--- config.mk ---
export PLATFORM = sky130hd
export DESIGN_NAME = inst_fetch_unit
export DESIGN_NICKNAME = d
export VERILOG_FILES = /design/src/rtl/inst_fetch_unit.sv
export SDC_FILE = /design/constraint.sdc
export NUM_CORES = 1
export LEC_CHECK = 0
export CAP_MARGIN = 20
export CORE_AREA = 2 2 106 148
export CTS_CLUSTER_SIZE = 30
export DETAILED_ROUTE_END_ITERATION = 6
export DIE_AREA = 0 0 108 150
export GPL_ROUTABILITY_DRIVEN = 0
export PLACE_DENSITY = 0.67
export SYNTH_ARGS = -nofsm -noshare
export SYNTH_HDL_FRONTEND = slang
export SYNTH_SLANG_ARGS = --single-unit
--- constraint.sdc ---
create_clock -name clk -period 7.3 [get_ports clk]
set_input_delay 1.46 -clock clk [delete_from_list [all_inputs] [get_ports clk]]
set_output_delay 1.46 -clock clk [all_outputs]
set_load 0.005 [all_outputs]
--- src/rtl/inst_fetch_unit.sv ---
// Instruction fetch front end: program load into imem, sequential
// prefetch into a small FIFO, HALT detection and delivery to IF.
module inst_fetch_unit #(
  parameter int INST_W     = 20,
  parameter int ADDR_W     = 5,
  parameter int FIFO_DEPTH = 4
) (
  input  logic              clk,
  input  logic              rst,
  input  logic              load_mode,
  input  logic              load_valid,
  input  logic [INST_W-1:0] load_inst,
  input  logic              start,
  input  logic              freeze,
  output logic              mem_wr_en,
  output logic [ADDR_W-1:0] mem_wr_addr,
  output logic [INST_W-1:0] mem_wr_data,
  output logic              mem_rd_en,
  output logic [ADDR_W-1:0] mem_rd_addr,
  input  logic [INST_W-1:0] mem_rd_data,
  output logic [INST_W-1:0] inst_out,
  output logic              inst_valid,
  output logic [ADDR_W:0]   pc,
  output logic [ADDR_W:0]   prog_len,
  output logic              load_overflow,
  output logic              halted
);

  localparam int FPW = $clog2(FIFO_DEPTH);
  localparam int CW  = FPW + 1;

  localparam logic [INST_W-1:0] HALT_INST =
    {2'b11, {(INST_W-2){1'b0}}};
  localparam logic [ADDR_W:0] PC_ONE  = 1;
  localparam logic [FPW-1:0]  FP_ONE  = 1;
  localparam logic [CW-1:0]   CNT_ONE = 1;
  localparam logic [CW:0]     CREDIT  = FIFO_DEPTH;

  typedef enum logic [1:0] {
    S_IDLE,
    S_LOAD,
    S_RUN,
    S_HALTED
  } state_t;

  state_t            r_state;
  logic [ADDR_W:0]   r_wr_ptr;
  logic [ADDR_W:0]   r_prog_len;
  logic [ADDR_W:0]   r_pc;
  logic              r_overflow;
  logic              r_halted;
  logic              r_halt_fetched;
  logic              r_inflight;
  logic [INST_W-1:0] r_fifo [FIFO_DEPTH];
  logic [FPW-1:0]    r_rd_fp;
  logic [FPW-1:0]    r_wr_fp;
  logic [CW-1:0]     r_count;

  logic              w_run;
  logic              w_wr;
  logic [1:0]        w_ret_op;
  logic              w_ret_halt;
  logic [CW:0]       w_used;
  logic              w_credit;
  logic              w_rd;
  logic              w_synth;
  logic              w_push_ret;
  logic              w_push;
  logic [INST_W-1:0] w_push_data;
  logic              w_valid;
  logic [INST_W-1:0] w_head;
  logic              w_pop;
  logic              w_pop_halt;

  assign w_run = (r_state == S_RUN);

  assign w_wr = (r_state == S_LOAD) && load_mode
             && load_valid && !r_wr_ptr[ADDR_W];

  assign w_ret_op   = mem_rd_data[INST_W-1 -: 2];
  assign w_ret_halt = r_inflight && (w_ret_op == 2'b11);

  // A read in flight already owns a FIFO slot.
  assign w_used   = {1'b0, r_count}
                  + {{CW{1'b0}}, r_inflight};
  assign w_credit = (w_used < CREDIT);

  // Stop issuing in the very cycle a HALT comes back.
  assign w_rd = w_run && (r_pc < r_prog_len)
             && !r_halt_fetched && !w_ret_halt
             && w_credit;

  assign w_synth = w_run && (r_pc == r_prog_len)
                && !r_halt_fetched && !r_inflight
                && w_credit;

  assign w_push_ret  = w_run && r_inflight
                    && !r_halt_fetched;
  assign w_push      = w_push_ret || w_synth;
  assign w_push_data = w_synth ? HALT_INST : mem_rd_data;

  assign w_valid    = (r_count != '0);
  assign w_head     = r_fifo[r_rd_fp];
  assign w_pop      = w_run && w_valid && !freeze;
  assign w_pop_halt = w_pop
                   && (w_head[INST_W-1 -: 2] == 2'b11);

  assign mem_wr_en     = w_wr;
  assign mem_wr_addr   = w_wr ? r_wr_ptr[ADDR_W-1:0] : '0;
  assign mem_wr_data   = w_wr ? load_inst : '0;
  assign mem_rd_en     = w_rd;
  assign mem_rd_addr   = w_rd ? r_pc[ADDR_W-1:0] : '0;
  assign inst_valid    = w_valid;
  assign inst_out      = w_valid ? w_head : '0;
  assign pc            = r_pc;
  assign prog_len      = r_prog_len;
  assign load_overflow = r_overflow;
  assign halted        = r_halted;

  always_ff @(posedge clk or negedge rst) begin
    if (!rst) begin
      r_state        <= S_IDLE;
      r_wr_ptr       <= '0;
      r_prog_len     <= '0;
      r_pc           <= '0;
      r_overflow     <= 1'b0;
      r_halted       <= 1'b0;
      r_halt_fetched <= 1'b0;
      r_inflight     <= 1'b0;
      r_rd_fp        <= '0;
      r_wr_fp        <= '0;
      r_count        <= '0;
      for (int i = 0; i < FIFO_DEPTH; i++)
        r_fifo[i] <= '0;
    end else begin
      r_inflight <= w_rd;
      if (w_rd)
        r_pc <= r_pc + PC_ONE;
      if (w_synth || (w_push_ret && w_ret_halt))
        r_halt_fetched <= 1'b1;

      if (w_push) begin
        r_fifo[r_wr_fp] <= w_push_data;
        r_wr_fp         <= r_wr_fp + FP_ONE;
      end
      if (w_pop)
        r_rd_fp <= r_rd_fp + FP_ONE;
      unique case ({w_push, w_pop})
        2'b10:   r_count <= r_count + CNT_ONE;
        2'b01:   r_count <= r_count - CNT_ONE;
        default: r_count <= r_count;
      endcase

      unique case (r_state)
        S_IDLE, S_HALTED: begin
          if (load_mode) begin
            r_state    <= S_LOAD;
            r_wr_ptr   <= '0;
            r_overflow <= 1'b0;
            r_halted   <= 1'b0;
          end else if (start) begin
            r_state        <= S_RUN;
            r_pc           <= '0;
            r_halted       <= 1'b0;
            r_halt_fetched <= 1'b0;
            r_inflight     <= 1'b0;
            r_rd_fp        <= '0;
            r_wr_fp        <= '0;
            r_count        <= '0;
          end
        end
        S_LOAD: begin
          if (!load_mode) begin
            r_state    <= S_IDLE;
            r_prog_len <= r_wr_ptr;
          end else if (load_valid) begin
            if (r_wr_ptr[ADDR_W])
              r_overflow <= 1'b1;
            else
              r_wr_ptr <= r_wr_ptr + PC_ONE;
          end
        end
        S_RUN: begin
          if (w_pop_halt) begin
            r_state    <= S_HALTED;
            r_halted   <= 1'b1;
            r_inflight <= 1'b0;
            r_rd_fp    <= '0;
            r_wr_fp    <= '0;
            r_count    <= '0;
          end
        end
        default: r_state <= S_IDLE;
      endcase
    end
  end

endmodule

==> flow_metrics.env, run 1 <==
export IMPL_status="completed"
export IMPL_cellPowerDensity_nw_per_um2=350
export IMPL_multi_input_area_um2=2860
export IMPL_worstPathRequired_ns=5.84
export IMPL_synth_xor_xnor_area_share=0.00901
export IMPL_timing_hold_ws_ns=0.501
export IMPL_place_inst=735
export IMPL_fin_crit_ns=5.13
export IMPL_grt_setup_unrepaired="no"
export IMPL_clkSinkCount=111
export IMPL_synth_area_top_cells="dfrtp_1, mux2_2, mux4_2"
export IMPL_tightest_slew_ns=1.06
export IMPL_worstSetupEndpointType="primary output"
export IMPL_nets=618
export IMPL_drcViolationCount=0
export IMPL_yosysUniqueCellTypes=52
export IMPL_hold_start="r_fifo[22]$_DFFE_PN0P_"
export IMPL_synth_seq_cells=111
export IMPL_antenna_found_initial=0
export IMPL_die_h_um=150
export IMPL_cts_buffer_depth=2
export IMPL_netlist_area_leader_share=0.476
export IMPL_cp_cell_sequence="clkdlybuf4s50_1, a22o_1, o2bb2ai_1, nor3_1, ha_1, clkdlybuf4s50_1"
export IMPL_io_pins=113
export IMPL_ys_flop_type="dfrtp_1"
export IMPL_layout_common_cells="dfrtp_1, clkdlybuf4s50_1, mux2_2, and2_1, mux4_2"
export IMPL_startpoint_type="input port"
export IMPL_cp_max_fo=7
export IMPL_r2r_end="r_count[2]$_DFF_PN0_"
export IMPL_post_dp_cell_area_um2=7070
export IMPL_r2r_worst_path_cells=11
export IMPL_synth_mux_area_fraction=0.263
export IMPL_cts_buffers=9
export IMPL_hold_viol=0
export IMPL_start_util=0.391
export IMPL_path_buf_inv=2
export IMPL_total_power_mw=2.59
export IMPL_grtUsageTotal=0.168
export IMPL_synth_area_um2=5830
export IMPL_gr_total_overflow=0
export IMPL_wl_per_cell_um=17.4
export IMPL_rows=53
export IMPL_synth_top_cell_by_area="dfrtp_1"
export IMPL_core_um2=14900
export IMPL_synth_compound_area_frac=0.0436
export IMPL_grt_pass1_vias=4103
export IMPL_drt_iter0_drc=188
export IMPL_finalNonFillerCells=752
export IMPL_h_tree_depth=3
export IMPL_setup_viol=0
export IMPL_postSynth_asyncResetShare=1.00
export IMPL_cp_common_cell="clkdlybuf4s50_1"
export IMPL_root_buffer="clkbuf_16"
export IMPL_hold_buffers=0
export IMPL_fillers=1330
export IMPL_area_growth_pct=26.8
export IMPL_slowest_stage="nor3_1"
export IMPL_post_dp_hpwl_um=9060
export IMPL_ctsResizeCount=0
export IMPL_final_max_slew_violation_count=0
export IMPL_crit_family="buffers and inverters"
export IMPL_worst_hold_path_endpoint="r_fifo[22]$_DFFE_PN0P_"
export IMPL_grt_start_max_net_pins=88
export IMPL_grt_pass1_wl_um=21000
export IMPL_cap_violations=0
export IMPL_synth_warnings=0
export IMPL_cts_tree="yes"
export IMPL_drt_total_wl_um=13100
export IMPL_die_w_um=108
export IMPL_final_period_utilization=0.702
export IMPL_final_area_um2=7390
export IMPL_die_area_um2=16200
export IMPL_port_buffer_count=112
export IMPL_drt_first_pass_iters=4
export IMPL_drive_gt1_frac=0.252
export IMPL_finClkSkew_ns=0.00578
export IMPL_clk_latency_ns=0.35
export IMPL_worstSetupPathType="in2out"
export IMPL_synth_top_family_by_area="multiplexers"
export IMPL_ant_nets=0
export IMPL_vias_per_cell=5.24
export IMPL_slowest_delay_ns=0.61
export IMPL_synth_edf_count=0
export IMPL_rrSetupSlack_ns=4.30
export IMPL_synth_seq_area_share=0.476
export IMPL_n_antenna_cell=0
export IMPL_regArea_um2=2780
export IMPL_crit_arrival_ns=3.67
export IMPL_syn_num_nets=514
export IMPL_synthCells=451
export IMPL_synthSimpleGateAreaFrac=0.136
export IMPL_via_count=3941
export IMPL_clk_pin_slew_ns=0.07
export IMPL_fmax_mhz=195
export IMPL_hold_path_depth=1
export IMPL_setup_tns_ns=0
export IMPL_slew_headroom=0.290
export IMPL_p_leak_nw=3.10
export IMPL_synth_fa_ha_area_frac=0.0378
export IMPL_reg2reg_from="r_state[0]$_DFFE_PN0P_"
export IMPL_peakVddDrop_uv=143
export IMPL_cts_setup_buffers=0
export IMPL_synth_avg_cell_area_um2=12.9
export IMPL_min_path_type="reg2reg"
[how the worst max path moves through the flow]
| stage | start | end | cells after the start |
|---|---|---|---|
| after floorplan | mem_rd_data[18] | mem_rd_addr[0] | 4 |
| after global placement | mem_rd_data[18] | mem_rd_addr[4] | 6 |
| after detailed placement | mem_rd_data[18] | mem_rd_addr[0] | 6 |
| after CTS | mem_rd_data[18] | mem_rd_addr[0] | 6 |
| after global routing | mem_rd_data[18] | mem_rd_addr[0] | 6 |
| final | mem_rd_data[18] | mem_rd_addr[0] | 6 |
[power by group]
group          switching, mW  internal, mW  total [mW]
Combinational          0.467         0.639        1.11
Clock                  0.226         0.267       0.493
Sequential             0.137         0.851       0.988
[cell usage after synthesis (3+ instances only)]
| cell | number |
|---|---|
| mux2i_1 | 8 |
| nor2b_1 | 11 |
| nor2_1 | 11 |
| and2_1 | 50 |
| clkbuf_1 | 12 |
| a22o_1 | 3 |
| nand3_1 | 5 |
| a21oi_1 | 7 |
| mux2_4 | 6 |
| or2_2 | 4 |
| o21ai_0 | 4 |
| inv_1 | 14 |
| mux4_2 | 20 |
| ha_1 | 16 |
| nor3_1 | 3 |
| dfrtp_1 | 111 |
| nand2_2 | 4 |
| nand2_1 | 10 |
| nand2b_1 | 6 |
| nand4_1 | 6 |
| mux2_2 | 81 |
| and2b_1 | 12 |
| xnor2_1 | 4 |
| buf_6 | 8 |
[area by class of cell]
cell class	instances	area share
multi-input combinational	303	0.386
inverter	14	0.00711
clock buffer	9	0.0305
clock inverter	7	0.00982
timing repair buffer	116	0.158
tap	192	0.0325
sequential	111	0.376
[metal layers]
layer  GRT usage  up-vias  share of wire
li1            -     1806              -
met1       0.200     1992           0.41
met2       0.302      122           0.52
met3      0.0235       21          0.051
met4      0.0667        0          0.024
met5           0        -              0
[metrics by stage]
stage	worst slack [ns]	util
2_1_floorplan	3.34	-
3_3_place_gp	2.23	0.474
3_5_place_dp	2.20	0.474
4_1_cts	2.19	0.494
5_1_grt	2.02	0.496
6_report	2.17	0.496
[state kept, by name, summed over array words and instances (netlist names)]
register and flops:
halted 1, load_overflow 1, pc 6, prog_len 6, r_count 3, r_fifo 80, r_halt_fetched 1, r_inflight 1
r_rd_fp 2, r_state 2, r_wr_fp 2, r_wr_ptr 6
[worst reg2reg max path, delay by kind of cell (launching register included)]
kind	cells	cell delay, ns
flops	1	0.40
simple gates	3	0.64
compound gates	1	0.50
xor+xnor	2	0.26
fa+ha+maj	3	0.93
buf+inv	2	0.15
[logic make-up (layout without fill, tap and decap cells)]
logic type,count (synthesis),after routing
AO/OA/AOI/OAI,33,33
adder cells (fa/ha/maj),17,17
AND/OR/NAND/NOR,132,132
flip-flops,111,111
XOR/XNOR,6,6
multiplexers,115,115
buffers and inverters,37,146
No activity file was read; power rests on OpenSTA's default activity.
==> inputs of run 2 (changes only) <==
- clock period: 7.3 -> 4.75 ns (I/O delays scaled with it)
==> flow_metrics.env, run 2 (synthesized netlist as in run 1, its figures left out) <==
export IMPL_status="completed"
export IMPL_p_leak_nw=3.13
export IMPL_worstSetupEndpointType="primary output"
export IMPL_largest_register="r_fifo"
export IMPL_hold_viol=0
export IMPL_grt_setup_unrepaired="no"
export IMPL_finalNonFillerCells=753
export IMPL_setup_viol=0
export IMPL_fmax_mhz=234
export IMPL_hold_buffers=0
export IMPL_io_pins=113
export IMPL_die_h_um=150
export IMPL_gr_total_overflow=0
export IMPL_clkSinkCount=111
export IMPL_grt_pass1_vias=4098
export IMPL_nets=619
export IMPL_drt_total_wl_um=12900
export IMPL_fin_crit_ns=4.27
export IMPL_largest_reg_flops=80
export IMPL_area_growth_pct=27.5
export IMPL_fin_util=0.498
export IMPL_cellPowerDensity_nw_per_um2=544
export IMPL_tightest_slew_ns=1.08
export IMPL_antenna_found_initial=0
export IMPL_rows=53
export IMPL_drt_iter0_drc=130
export IMPL_drive_gt1_frac=0.253
export IMPL_core_um2=14900
export IMPL_worstSetupPathType="reg2out"
export IMPL_post_dp_cell_area_um2=7080
export IMPL_ctsResizeCount=0
export IMPL_min_path_type="in2async"
export IMPL_cts_setup_buffers=0
export IMPL_cts_tree="yes"
export IMPL_die_w_um=108
export IMPL_peakVddDrop_uv=234
export IMPL_final_max_slew_violation_count=0
export IMPL_clk_pin_slew_ns=0.07
export IMPL_cts_buffers=9
export IMPL_wl_per_cell_um=17.1
export IMPL_die_area_um2=16200
export IMPL_cp_startpoint="r_state[0]$_DFFE_PN0P_"
export IMPL_cp_max_fo=8
export IMPL_place_inst=736
export IMPL_cap_violations=0
export IMPL_reg2reg_from="r_state[0]$_DFFE_PN0P_"
export IMPL_final_period_utilization=0.899
export IMPL_via_count=3902
export IMPL_ant_nets=0
export IMPL_post_dp_hpwl_um=8950
export IMPL_fin_ws_ns=0.480
export IMPL_clk_latency_ns=0.35
export IMPL_start_util=0.391
export IMPL_layout_common_cells="dfrtp_1, clkdlybuf4s50_1, mux2_2, and2_1, mux4_2"
export IMPL_setup_tns_ns=0
export IMPL_grtUsageTotal=0.165
export IMPL_slew_headroom=0.277
export IMPL_vias_per_cell=5.18
export IMPL_finClkSkew_ns=0.00740
export IMPL_n_antenna_cell=0
export IMPL_h_tree_depth=3
export IMPL_crit_arrival_ns=3.32
export IMPL_port_buffer_count=112
export IMPL_grt_start_max_net_pins=82
export IMPL_final_area_um2=7430
export IMPL_startpoint_type="flip-flop"
export IMPL_root_buffer="clkbuf_16"
export IMPL_worstPathRequired_ns=3.80
export IMPL_place_ws_ns=0.611
export IMPL_cts_buffer_depth=2
export IMPL_fillers=1308
export IMPL_drt_first_pass_iters=4
export IMPL_grt_pass1_wl_um=20800
export IMPL_drcViolationCount=0
## run 2: cell count changes in the layout (fill, tap and decap cells not counted)
cell | before | now
buf_4 | 4 | 5
bufinv_16 | 1 | 2
clkbuf_8 | 0 | 1
clkinv_2 | 2 | 1
clkinv_4 | 1 | 0
clkinvlp_4 | 2 | 1
inv_6 | 1 | 2
## run 2: area by class of cell
type / instances / area (µm²) / area share
multi-input cells: 303 / 2860 / 0.384
flip-flops and latches: 111 / 2780 / 0.374
repair buffers: 117 / 1180 / 0.158
well taps: 192 / 240 / 0.0323
clock buffers: 10 / 239 / 0.0322
clock inverters: 6 / 90.1 / 0.0121
inverters: 14 / 52.6 / 0.00707
## run 2: final timing paths
check                                              end  slack (ns)  cells past startpoint
worst min-delay path                   pc[2]$_DFF_PN0_        0.43                      1
max in group asynchronous       r_fifo[26]$_DFFE_PN0P_        3.27                      3
min in group clk                 r_fifo[0]$_DFFE_PN0P_        0.50                      1
worst min register to register   r_fifo[0]$_DFFE_PN0P_        0.50                      1
worst max register to register    r_count[2]$_DFF_PN0_        1.68                     11
worst max-delay path                    mem_rd_addr[0]        0.48                      7
## run 2: metrics by stage
step           power (mW)  hold WS (ns)
2_1_floorplan        2.66         0.474
3_3_place_gp         3.18         0.481
3_5_place_dp         3.25         0.488
4_1_cts              4.09         0.505
5_1_grt              4.31         0.424
6_report             4.04         0.431
## run 2: power by group
part | switching [mW] | total (mW) | internal [mW]
Sequential | 0.237 | 1.54 | 1.31
Combinational | 0.687 | 1.67 | 0.986
Clock | 0.345 | 0.825 | 0.480
Total | 1.27 | 4.04 | 2.77
## run 2: worst max-delay path, stage by stage (launching register included)
cell and delay [ns]:
dfrtp_1 0.40, inv_1 0.06, ha_1 0.33, or3b_4 0.46, a211o_1 0.33, nor3_1 0.64
ha_1 0.26, clkdlybuf4s50_1 0.50
## run 2: routing by layer
| metal | vias up | track usage | wire [µm] |
|---|---|---|---|
| met5 | - | 0 | 0 |
| met4 | 0 | 0.0654 | 279 |
| met2 | 107 | 0.297 | 6730 |
| met3 | 16 | 0.0192 | 599 |
| li1 | 1813 | - | - |
| met1 | 1966 | 0.199 | 5250 |
